`config.mk`:
```
export PLATFORM = sky130hd
export DESIGN_NAME = ex_multicycle_ctrl
export DESIGN_NICKNAME = d
export VERILOG_FILES = /design/src/rtl/common_pkg.sv /design/src/rtl/ex_multicycle_ctrl.sv
export SDC_FILE = /design/constraint.sdc
export NUM_CORES = 1
export LEC_CHECK = 0
export ABC_AREA = 1
export BUFFER_PORTS_ARGS = -buffer_cell sky130_fd_sc_hd__buf_2
export CELL_PAD_IN_SITES_DETAIL_PLACEMENT = 1
export CELL_PAD_IN_SITES_GLOBAL_PLACEMENT = 1
export CORE_ASPECT_RATIO = 1.25
export CORE_MARGIN = 4
export CORE_UTILIZATION = 37
export DETAILED_ROUTE_END_ITERATION = 16
export PLACE_DENSITY = 0.9
export SLEW_MARGIN = 40
export SYNTH_ARGS = -nofsm -noshare
export SYNTH_HDL_FRONTEND = slang
export SYNTH_SLANG_ARGS = --single-unit
```
`constraint.sdc`:
```
create_clock -name clk -period 18.3 [get_ports clk]
set_input_delay 0.915 -clock clk [delete_from_list [all_inputs] [get_ports clk]]
set_output_delay 0.915 -clock clk [all_outputs]
set_load 0.05 [all_outputs]
```
`src/rtl/common_pkg.sv`:
```
// -----------------------------------------------------------------------------
// common_pkg
// Shared types for the EX stage: the ALU operation encoding, the EX controller
// state type and the fixed per-operation ALU latency table.
// Unused encodings of alu_op_t (23..31) are legal on the wire and behave as
// single-cycle operations.
// -----------------------------------------------------------------------------
package common_pkg;

    typedef enum logic [4:0] {
        ADD         = 5'd0,
        SUB         = 5'd1,
        SLL         = 5'd2,
        SLT         = 5'd3,
        SLTU        = 5'd4,
        LOGIC_XOR   = 5'd5,
        SRL         = 5'd6,
        SRA         = 5'd7,
        LOGIC_OR    = 5'd8,
        LOGIC_AND   = 5'd9,
        MUL         = 5'd10,
        MULH        = 5'd11,
        DIV         = 5'd12,
        DIVU        = 5'd13,
        REM         = 5'd14,
        REMU        = 5'd15,
        F_ADD       = 5'd16,
        F_SUB       = 5'd17,
        F_MUL       = 5'd18,
        F_DIV       = 5'd19,
        F_SQRT      = 5'd20,
        F_FLOAT_INT = 5'd21,
        F_INT_FLOAT = 5'd22
    } alu_op_t;

    typedef enum logic {
        EX_IDLE = 1'b0,
        EX_BUSY = 1'b1
    } ex_state_t;

    localparam logic [5:0] LAT_FADD = 6'd2;
    localparam logic [5:0] LAT_MUL  = 6'd6;
    localparam logic [5:0] LAT_SQRT = 6'd26;
    localparam logic [5:0] LAT_DIV  = 6'd32;
    localparam logic [5:0] LAT_FDIV = 6'd36;

    // Number of cycles the ALU needs its inputs held stable before alu_res
    // is valid. Zero means the result is valid in the same cycle.
    function automatic logic [5:0] alu_latency(input alu_op_t op);
        logic [5:0] lat;
        case (op)
            F_ADD, F_SUB, F_FLOAT_INT:       lat = LAT_FADD;
            MUL, MULH, F_MUL:                lat = LAT_MUL;
            F_SQRT:                          lat = LAT_SQRT;
            DIV, DIVU, REM, REMU,
            F_INT_FLOAT:                     lat = LAT_DIV;
            F_DIV:                           lat = LAT_FDIV;
            default:                         lat = 6'd0;
        endcase
        return lat;
    endfunction

endpackage

```
`src/rtl/ex_multicycle_ctrl.sv`:
```
// -----------------------------------------------------------------------------
// ex_multicycle_ctrl
// Owns the ALU latency timing for the EX stage. An instruction with a nonzero
// latency L is latched at issue, its op/operands are held at the ALU for L
// cycles while upstream is stalled, and alu_res is captured exactly once. The
// result leaves as a one-cycle registered pulse with its writeback tags.
//
// Ports:
//   clk, rst        clock, synchronous active-high reset
//   flush           kill the in-flight instruction (no result is produced)
//   in_valid        instruction present at EX
//   in_alu_op       operation
//   in_left/right   operands
//   in_rd           destination register
//   in_reg_write    writeback enable
//   stall           hold upstream registers (combinational)
//   alu_op/left/right  inputs presented to the ALU
//   alu_res         ALU result
//   out_valid       one-cycle result pulse
//   out_res/out_rd  captured result and destination, held between pulses
//   out_reg_write   writeback enable, 0 whenever out_valid is 0
// -----------------------------------------------------------------------------
module ex_multicycle_ctrl
    import common_pkg::*;
#(
    parameter int CNT_W   = 6,
    parameter int MAX_LAT = 36
) (
    input  logic        clk,
    input  logic        rst,
    input  logic        flush,
    input  logic        in_valid,
    input  alu_op_t     in_alu_op,
    input  logic [31:0] in_left,
    input  logic [31:0] in_right,
    input  logic [4:0]  in_rd,
    input  logic        in_reg_write,
    output logic        stall,
    output alu_op_t     alu_op,
    output logic [31:0] alu_left,
    output logic [31:0] alu_right,
    input  logic [31:0] alu_res,
    output logic        out_valid,
    output logic [31:0] out_res,
    output logic [4:0]  out_rd,
    output logic        out_reg_write
);

    if (MAX_LAT >= (1 << CNT_W)) begin : g_cnt_width_check
        $error("CNT_W too narrow for MAX_LAT");
    end

    ex_state_t          state;
    logic [CNT_W-1:0]   cnt;
    logic [5:0]         lat;
    logic               busy;
    logic               issue_multi;

    // Instruction latched for the duration of a multi-cycle operation
    alu_op_t            op_q;
    logic [31:0]        left_q;
    logic [31:0]        right_q;
    logic [4:0]         rd_q;
    logic               reg_write_q;

    assign lat         = alu_latency(in_alu_op);
    assign busy        = (state == EX_BUSY);
    assign issue_multi = !rst && !flush && !busy && in_valid && (lat != 6'd0);

    // While busy the upstream keeps presenting the same instruction, but the
    // ALU is fed from the latched copy so the hold never depends on upstream.
    assign alu_op    = busy ? op_q    : in_alu_op;
    assign alu_left  = busy ? left_q  : in_left;
    assign alu_right = busy ? right_q : in_right;

    // NOTE: every output of a combinational block gets a default first, so no
    //       path through the case leaves it unassigned and no latch appears.
    always_comb begin
        stall = 1'b0;
        if (!rst && !flush) begin
            case (state)
                EX_IDLE: stall = in_valid && (lat != 6'd0);
                EX_BUSY: stall = (cnt != '0);
                default: stall = 1'b0;
            endcase
        end
    end

    // NOTE: pure datapath holding registers carry no reset; they are only
    //       observed while the FSM is BUSY, which always follows a load.
    always_ff @(posedge clk) begin
        if (issue_multi) begin
            op_q        <= in_alu_op;
            left_q      <= in_left;
            right_q     <= in_right;
            rd_q        <= in_rd;
            reg_write_q <= in_reg_write;
        end
    end

    // NOTE: sequential state uses non-blocking assignments so every register
    //       samples pre-edge values regardless of statement order.
    always_ff @(posedge clk) begin
        if (rst) begin
            state         <= EX_IDLE;
            cnt           <= '0;
            out_valid     <= 1'b0;
            out_res       <= '0;
            out_rd        <= '0;
            out_reg_write <= 1'b0;
        end else begin
            // Result is a single-cycle pulse; data and rd hold their value.
            out_valid     <= 1'b0;
            out_reg_write <= 1'b0;
            if (flush) begin
                state <= EX_IDLE;
                cnt   <= '0;
            end else begin
                case (state)
                    EX_IDLE: begin
                        if (in_valid) begin
                            if (lat == 6'd0) begin
                                out_valid     <= 1'b1;
                                out_res       <= alu_res;
                                out_rd        <= in_rd;
                                out_reg_write <= in_reg_write;
                            end else begin
                                state <= EX_BUSY;
                                // The issue cycle itself is the first of L stall cycles.
                                cnt   <= CNT_W'(lat - 6'd1);
                            end
                        end
                    end
                    EX_BUSY: begin
                        if (cnt == '0) begin
                            out_valid     <= 1'b1;
                            out_res       <= alu_res;
                            out_rd        <= rd_q;
                            out_reg_write <= reg_write_q;
                            state         <= EX_IDLE;
                        end else begin
                            cnt <= cnt - 1'b1;
                        end
                    end
                    default: begin
                        state <= EX_IDLE;
                        cnt   <= '0;
                    end
                endcase
            end
        end
    end

endmodule

```
==> results.cfg <==
[run_status]
status = complete, no violations

[floorplanning]
fp.dieW_um = 114.8
num_rows = 48
num_io_pins = 220
core_area_mm2 = 0.01387
initial_core_util = 0.3803
die-area_mm2 = 0.01625
die_y_um = 141.5

[power_and_ir_drop]
power_leakage_nw = 3.320
vdd_ir_drop_max_uv = 58.31
power_density_mw_per_mm2 = 115.3
power.total_w = 0.0008204

[timing]
fin_crit_ns = 4.040
finalSetupViolations = 0
fin_crit_sh = 0.2207
hold_viol = 0
fmax_ghz = 0.2475
rsz0062_at_grt = no
drv_slew = 0
setup_tns_ns = 0
slew-limit-headroom = 0.4805
tightest_slew_ns = 0.7784
finalClockSkew_ns = 0.007699

[global_route]
gr-total-overflow = 0
gr-usage-met3 = 0.06826
grt_pass1_wl_mm = 25.45
use_met1 = 0.2431
antenna_found_initial = 2
busiest_layer = met2
grtUsageTotal = 0.1946
use_met2 = 0.3205
grt_pass1_vias = 5127
grt_max_degree = 88

[clock_network]
clkSinkCount = 121
post_cts_resized = 0
cts_inserted_buffers = 17
postCtsHoldBufs = 0
ctsLongestPathBuffers = 2
root_buffer = clkbuf_16
cts_tree = done
h-tree-depth = 4
insertion_delay_ns = 0.40
path_clk_slew_ns = 0.06
post-cts-setup-buffers = 0

[critical_path]
endpoint_kind = output port
arrival_ns = 3.12
reg2reg_to = out_res[28]$_SDFFE_PP0P_
worstSetupPathType = input pin to output port
ff2ff_setup_slack_ns = 15.24
required_ns = 17.39
r2r_cells = 7
cp-start-kind = input pin
critPathMaxStageDelay_ns = 0.27
slowest_stage = nand2_1
crit_chain = buf_2 -> inv_1 -> nor2_1 -> nand2_1 -> and2_1 -> ha_1 -> ha_1 -> ha_1 -> inv_1 -> nand3_1 -> nand2_1 -> nand2_1 -> inv_1 -> buf_2
critPathMaxFanout = 9
rr_startpoint = busy$_SDFF_PP0_

[placement]
hpwl_mm = 11.19
dpl_cell_area_mm2 = 0.006435
io_buffers = 219
globalplace.congestion = 0.7984

[yosys]
syn_area_mm2 = 0.005276
synthMostInstantiatedCell = nand2_1
synth_area_leaders = edfxtp_1 (43%), nand2_1 (20%), dfxtp_1 (17%)
synth_top_area_frac = 0.4268
seq_area_frac_synth = 0.6014
synth.avg_cell_area_um2 = 8.973
synthDistinctLibCells = 27
syn_inst = 588
ys.flop_type = edfxtp_1
synth-seq-cells = 121
synth-edff-count = 75
synth_area_leader_cell = edfxtp_1
async_flop_share = 0
synthTopCellsByCount = nand2_1 (281), edfxtp_1 (75), dfxtp_1 (46)
syn_nets = 705
ys_warn_count = 0

[detailed_routing]
wirelength_mm = 15.81
remaining_drc_errors = 0
dr.pass1.iters = 7
drt-initial-drc-count = 219
vias_per_cell = 4.970
vias = 4886
post_drt_wl_per_cell_um = 16.08
ant_nets = 0

[finish]
area_growth_pct = 34.81
final_area_mm2 = 0.007113
nets = 911
fillers = 1684
drive_gt1_frac = 0.3284

[hold_path]
whs_path_depth = 2
holdCritStartpoint = out_res[10]$_SDFFE_PP0P_
whs_endpoint = out_res[10]$_SDFFE_PP0P_
hold_path_class = flop to flop

[job]
maxCapViolCount = 0
## where the power goes
part	switching, W	leakage, nW	internal [W]
clock	0.000122	0.322	0.000257
combinational	0.000105	1.94	0.0000335
sequential	0.00000372	1.05	0.000299
total	0.000231	3.32	0.000589
## cells in the final DEF (no fill, tap or decap), types with 2 or more instances in the layout
cell type / n
clkinv_4: 2
nand2_1: 281
nand4_1: 38
buf_6: 2
nand3_1: 10
nand3_2: 2
a21oi_1: 42
inv_6: 4
clkinvlp_4: 2
or2_2: 2
ha_1: 6
clkbuf_16: 17
buf_4: 3
edfxtp_1: 75
buf_2: 219
bufinv_16: 6
inv_1: 15
nor2_1: 15
o21ai_0: 9
dfxtp_1: 45
## through the flow
stage	setup WS [ns]	hold slack, ns	std cells	utilization
floorplan	8.489	0.4485	588	-
global placement	14.36	0.4458	950	0.4633
finish	14.26	0.4586	983	0.5127
global route	14.07	0.4828	983	0.5127
detailed placement	14.29	0.4538	950	0.4638
CTS	14.26	0.4629	982	0.5124
## kinds of logic (layout without fill, tap and decap cells)
group / after synthesis / count (layout) / synth area share
AOI/OAI and AO/OA: 55 / 55 / 0.05549
DFF: 121 / 121 / 0.6014
adders and majority gates: 6 / 6 / 0.01423
and+or+nand+nor: 353 / 353 / 0.2775
buffers and inverters: 53 / 272 / 0.05146
other: 0 / 1 / 0
## flip-flops by register name, indices dropped and copies added, names as in the netlist
signal	cells
reg_write_q	1
cnt	6
out_reg_write	1
out_rd	5
rd_q	5
op_q	5
busy	1
left_q	32
out_res	32
right_q	32
out_valid	1
## how the worst max path moves through the flow
stage	start	end	slack [ns]	cells past startpoint
finish	in_alu_op[4]	stall	14.26	14
global route	in_alu_op[4]	stall	14.07	14
CTS	in_alu_op[4]	stall	14.26	14
detailed placement	in_alu_op[4]	stall	14.29	14
global placement	in_alu_op[4]	stall	14.36	14
floorplan	in_alu_op[4]	left_q[0]$_DFFE_PP_	8.49	8
## cell type report
type / instances / area (µm²) / area share
Timing Repair Buffer: 224 / 1141 / 0.1604
Antenna cell: 1 / 2.502 / 0.0003518
Clock inverter: 14 / 244.0 / 0.03430
Inverter: 16 / 65.06 / 0.009147
Sequential cell: 121 / 3174 / 0.4463
Tap cell: 175 / 219.0 / 0.03078
Multi-Input combinational cell: 414 / 1838 / 0.2584
Clock buffer: 18 / 429.2 / 0.06033
## worst max-delay path, delay by kind of cell
family / cells / cell delay (ns)
AND/OR/NAND/NOR: 6 / 1.04
adder cells (fa/ha/maj): 3 / 0.61
buffers and inverters: 5 / 0.56
## routing by layer
layer,up-vias,share of wire
li1,2376,-
met4,2,0.013
met2,183,0.47
met5,-,0.00076
met1,2308,0.43
met3,17,0.089
No activity file was read; power rests on OpenSTA's default activity.
